### config.mk
export PLATFORM = sky130hd
export DESIGN_NAME = cond_flags_unit
export DESIGN_NICKNAME = d
export VERILOG_FILES = /design/src/rtl/cond_flags_unit.sv
export SDC_FILE = /design/constraint.sdc
export NUM_CORES = 1
export LEC_CHECK = 0
export CORE_UTILIZATION = 35
export DETAILED_ROUTE_END_ITERATION = 10
export PLACE_DENSITY = 0.6
export SYNTH_ARGS = -nofsm -noshare
export SYNTH_HDL_FRONTEND = slang
export SYNTH_SLANG_ARGS = --single-unit
### constraint.sdc
create_clock -name i_clk -period 2.2 [get_ports i_clk]
set_input_delay 0.22 -clock i_clk [delete_from_list [all_inputs] [get_ports i_clk]]
set_output_delay 0.22 -clock i_clk [all_outputs]
set_load 0.01 [all_outputs]
### src/rtl/cond_flags_unit.sv
// cond_flags_unit
// Computes {N, Z, C, V} for flag-setting compare/test instructions in the
// execute stage. The flags are held for one stage in a pending register and
// then committed to the architectural flag register. The branch-condition
// logic sees the pending value when one exists, so a branch directly after a
// compare gets the new flags without waiting for the commit.
//
// Ports:
//   i_clk, i_rst_n          clock, asynchronous active-low reset
//   i_in_valid, i_set_flags execute-stage valid, instruction writes flags
//   i_flag_op               00 SUB (cmp), 01 ADD (cmn), 10 AND (tst), 11 XOR (teq)
//   i_src_a, i_src_b        operands
//   i_stall, i_flush        freeze all state / drop pending update and current input
//   o_alu_flags             {N, Z, C, V} to the branch-condition logic
//   o_flags_busy            flag write accepted this cycle (visible after the edge)
//   o_commit_count          flag commits since reset, wraps at 2^16
module cond_flags_unit #(
    parameter int unsigned WIDTH = 32
) (
    input  logic             i_clk,
    input  logic             i_rst_n,
    input  logic             i_in_valid,
    input  logic             i_set_flags,
    input  logic [1:0]       i_flag_op,
    input  logic [WIDTH-1:0] i_src_a,
    input  logic [WIDTH-1:0] i_src_b,
    input  logic             i_stall,
    input  logic             i_flush,
    output logic [3:0]       o_alu_flags,
    output logic             o_flags_busy,
    output logic [15:0]      o_commit_count
);

    localparam logic [1:0] OpSub = 2'b00;
    localparam logic [1:0] OpAdd = 2'b01;
    localparam logic [1:0] OpAnd = 2'b10;
    localparam logic [1:0] OpXor = 2'b11;

    logic [3:0]       r_arch_flags;
    logic [3:0]       r_pend_flags;
    logic             r_pend_valid;
    logic [15:0]      r_commit_count;

    logic             w_accept;
    logic             w_commit;
    logic             w_is_sub;
    logic [WIDTH-1:0] w_b_op;
    logic [WIDTH:0]   w_sum;
    logic [WIDTH-1:0] w_result;
    logic             w_carry;
    logic             w_ovf;
    logic [3:0]       w_new_flags;
    logic [3:0]       w_alu_flags;

    assign w_accept = i_in_valid & i_set_flags & ~i_stall & ~i_flush;
    assign w_commit = r_pend_valid & ~i_stall & ~i_flush;

    // Shared adder: SUB is a + ~b + 1, so the carry-out is the "no borrow" bit.
    assign w_is_sub = (i_flag_op == OpSub);
    assign w_b_op   = w_is_sub ? ~i_src_b : i_src_b;
    assign w_sum    = {1'b0, i_src_a} + {1'b0, w_b_op} + {{WIDTH{1'b0}}, w_is_sub};

    // Forwarded flags; logic ops keep C/V from this, not from the arch register.
    assign w_alu_flags = r_pend_valid ? r_pend_flags : r_arch_flags;

    always_comb begin
        w_result = w_sum[WIDTH-1:0];
        w_carry  = w_alu_flags[1];
        w_ovf    = w_alu_flags[0];
        unique case (i_flag_op)
            OpSub: begin
                w_result = w_sum[WIDTH-1:0];
                w_carry  = w_sum[WIDTH];
                w_ovf    = (i_src_a[WIDTH-1] != i_src_b[WIDTH-1]) &
                           (w_sum[WIDTH-1] != i_src_a[WIDTH-1]);
            end
            OpAdd: begin
                w_result = w_sum[WIDTH-1:0];
                w_carry  = w_sum[WIDTH];
                w_ovf    = (i_src_a[WIDTH-1] == i_src_b[WIDTH-1]) &
                           (w_sum[WIDTH-1] != i_src_a[WIDTH-1]);
            end
            OpAnd: begin
                w_result = i_src_a & i_src_b;
            end
            OpXor: begin
                w_result = i_src_a ^ i_src_b;
            end
            default: begin
                w_result = w_sum[WIDTH-1:0];
            end
        endcase
        w_new_flags = {w_result[WIDTH-1], (w_result == '0), w_carry, w_ovf};
    end

    // Pending stage: flush wins over stall, stall holds everything.
    always_ff @(posedge i_clk or negedge i_rst_n) begin
        if (!i_rst_n) begin
            r_pend_flags <= 4'b0000;
            r_pend_valid <= 1'b0;
        end else if (i_flush) begin
            r_pend_valid <= 1'b0;
        end else if (!i_stall) begin
            if (w_accept) begin
                r_pend_flags <= w_new_flags;
                r_pend_valid <= 1'b1;
            end else begin
                r_pend_valid <= 1'b0;
            end
        end
    end

    // Commit stage: runs in the same cycle as a new accept, so compares
    // pipeline at one per cycle.
    always_ff @(posedge i_clk or negedge i_rst_n) begin
        if (!i_rst_n) begin
            r_arch_flags   <= 4'b0000;
            r_commit_count <= 16'd0;
        end else if (w_commit) begin
            r_arch_flags   <= r_pend_flags;
            r_commit_count <= r_commit_count + 16'd1;
        end
    end

    assign o_alu_flags    = w_alu_flags;
    assign o_flags_busy   = w_accept;
    assign o_commit_count = r_commit_count;

endmodule

==> flow_summary.ini <==
[layout]
fin_area_um2 = 7116
final_util_pct = 62.05
fill_cells = 1009
drive_above_1_share_pct = 34.01
area.growth.synth_to_final_pct = 72.65
nets = 926
instances_no_fill = 928
antenna-diode-count = 0

[logic_synthesis]
synth_top_cell_by_area = ha_1
yosys.area.top_type_share_pct = 20.34
synth.avg_cell_area_um2 = 8.081
yosysMostFrequentCell = ha_1
synthesis.nets = 650
yosys-top-cells-count = ha_1 (67), nand2_1 (44), xor2_1 (37), a21oi_1 (35), nor2_1 (34)
synth_edf_count = 0
async_flop_share_pct = 100.0
yosys.cell_types.count = 63
seq_area_frac_synth_pct = 15.18
ys_ff_latch = 25
syn_inst = 510
yosys_most_used_dff = dfrtp_1
netlist_area_um2 = 4121
synth_area_leaders = ha_1 (20%), dfrtp_1 (15%), xor2_1 (7.9%), a21oi_1 (4.3%), nand2_1 (4.0%)
yosysWarnings = 0

[clock_network]
cts_buffer_depth = 2
cts_buffers = 3
cts_tree = yes
clock_latency_ps = 260
h-tree-depth = 1
cts_root_buf = clkbuf_16
cts_sinks = 25
clkTransAtPathRegs_ps = 70

[placement]
placed_cells = 904
place_hpwl_mm = 14.08
portBuffers = 92
dpl_cell_area_um2 = 6565
gp_congestion = 0.9317

[setup_path]
reg2reg_slack_ps = 540
cp_max_fo = 3
crit_path_cell_trace = buf_8 > buf_6 > or3_4 > a21boi_4 > fa_2 > nor2b_4 > o2111ai_4 > a31oi_2 > buf_4 > buf_6 > buf_4 > buf_4 > mux2_2 > nand4_1 > a211oi_2 > and4b_1 > o31a_1
reg2reg_from = r_pend_valid$_DFFE_PN0P_
endpoint_kind = flip-flop
critPathMostFrequentCell = buf_4
r2r-end = o_commit_count[10]$_DFFE_PN0P_
crit_slowest_cell = or3_4
worstPathRequired_ps = 2340
max_stage_delay_ps = 370
critPathLaunchType = input pin
cp_data_arrival_time_ps = 3260
reg2reg_depth = 6
path_class = input pin to flip-flop

[timing]
slew_headroom_pct = 68.68
finalHoldViolCount = 0
rsz0062_at_grt = yes
setup_ws_ps = -919.0
finalCriticalPeriod_ps = 3119
final_max_slew_viol_count = 0
period_share_pct = 141.8
fin_tns_setup_ps = -2939
timing.fmax_ghz = 0.3206
skew_ps = 6.532
worstMarginPinSlew_ps = 469.8
setup_viol = 4

[die]
pin_count = 93
die_w_um = 110.5
rows = 39
die_y_um = 110.5
initial_core_util_pct = 35.94
core_area_um2 = 11470
die_area_um2 = 12210

[power_and_ir_drop]
powerDensity_nw_per_um2 = 459.7
vdd_drop_max_v = 0.0005664
p_leak_nw = 3.273

[global_route]
grt_pass1_wl_mm = 26.12
overflow = 0
grt_pass1_vias = 5187
grtUsageTotal_pct = 26.77
grt_start_max_net_pins = 26
grt_antenna_before_repair = 0

[status]
status = complete, but fails checks
violations = setup timing

[detailed_routing]
antenna_left = 0
drt_iter0_drc = 271
drt-total-wl_mm = 16.51
routedWlPerCell_um = 17.79
viasPerCell = 5.539
vias = 5140
firstDrtPassIters = 5
drc = 0

[hold_path]
min_path_type = input pin to async pin

[run]
maxCapViolations = 0
metrics by stage:
| step | hold slack [ps] | total power [mW] | worst slack, ps |
|---|---|---|---|
| final | 321.3 | 3.271 | -919.0 |
| after global routing | 355.7 | 3.497 | -1111 |
| after CTS | 338.0 | 3.170 | -999.8 |
| after detailed placement | 466.2 | 2.636 | -2010 |
| after global placement | 462.1 | 2.625 | -2026 |
| after floorplan | -75.59 | 1.571 | -883.5 |
power breakdown:
group / internal [mW] / total (mW) / switching [mW]
sequential: 0.506 / 0.548 / 0.0411
combinational: 1.21 / 2.32 / 1.12
clock: 0.246 / 0.402 / 0.156
cells by family (layout without fill, tap and decap cells):
kind of cell | Yosys count | count (layout) | share of synthesized area [%]
AND/OR/NAND/NOR | 175 | 175 | 21.89
AO/OA/AOI/OAI | 140 | 140 | 23.32
adder cells (fa/ha/maj) | 68 | 68 | 20.83
XOR/XNOR | 55 | 55 | 11.69
buffers and inverters | 32 | 307 | 3.096
flip-flops | 25 | 25 | 15.18
multiplexers | 15 | 15 | 4.007
registers in the layout, indices dropped and copies added (netlist names):
name / cells
o_commit_count: 16
r_arch_flags: 4
r_pend_flags: 4
r_pend_valid: 1
worst max-delay path: cells and delay by family:
kind | cells | cell delay [ps]
AOI/OAI and AO/OA | 5 | 750
adders and majority gates | 1 | 370
buffers and inverters | 6 | 640
muxes | 1 | 340
and+or+nand+nor | 4 | 920
cell usage in the layout (no fill, tap or decap), types with 4 or more instances in the layout:
cell               n
a22oi_1            4
o21a_1            10
o21bai_1           5
ha_1              64
o21ai_1            7
xnor2_1           17
buf_4            185
inv_1             16
nand3_1           18
dfrtp_1           25
nand2_1           42
and3_1             6
nand4_1           15
dlygate4sd2_1      8
buf_6              8
clkdlybuf4s50_1   81
a21o_1            11
a21oi_1           25
nand2b_1           8
o21ai_0           14
a21oi_2           10
xor2_1            34
nor3_1            10
nor4_1            13
o211ai_1           5
nor2_1            33
mux2_2            11
worst max path at each step:
stage	slack, ps	to	startpoint
3_5_place_dp	-2010	r_pend_flags[2]$_DFFE_PN0P_	i_flag_op[1]
4_1_cts	-1000	r_pend_flags[2]$_DFFE_PN0P_	i_flag_op[1]
2_1_floorplan	-880	r_pend_flags[2]$_DFFE_PN0P_	i_flag_op[1]
5_1_grt	-1110	r_pend_flags[2]$_DFFE_PN0P_	i_flag_op[1]
6_report	-920	r_pend_flags[2]$_DFFE_PN0P_	i_flag_op[0]
3_3_place_gp	-2030	r_pend_flags[2]$_DFFE_PN0P_	i_flag_op[1]
layer usage:
| metal | up-vias | track usage [%] | share of wire, % |
|---|---|---|---|
| met1 | 2419 | 33.87 | 43 |
| met5 | - | 0 | 0 |
| met3 | 32 | 2.964 | 5.6 |
| met4 | 0 | 8.444 | 2.8 |
| met2 | 201 | 47.29 | 49 |
| li1 | 2488 | - | - |
cell type report:
| class | count | area [um^2] | share of cell area [%] |
|---|---|---|---|
| multi-input cells | 453 | 3729 | 52.40 |
| repair buffers | 287 | 2440 | 34.29 |
| flip-flops and latches | 25 | 625.6 | 8.792 |
| well taps | 143 | 178.9 | 2.515 |
| clock buffers | 3 | 75.07 | 1.055 |
| inverters | 16 | 60.06 | 0.8440 |
| clock inverters | 1 | 7.507 | 0.1055 |
what timing repair did:
action                     CTS  global route
resized for setup           55            32
hold buffers                 0             0
gates cloned                 0             0
setup endpoints to repair    4             4
pin swaps                   31            19
buffers inserted            14             6
hold endpoints to repair     0             0
(Power assumes the default switching activity.)
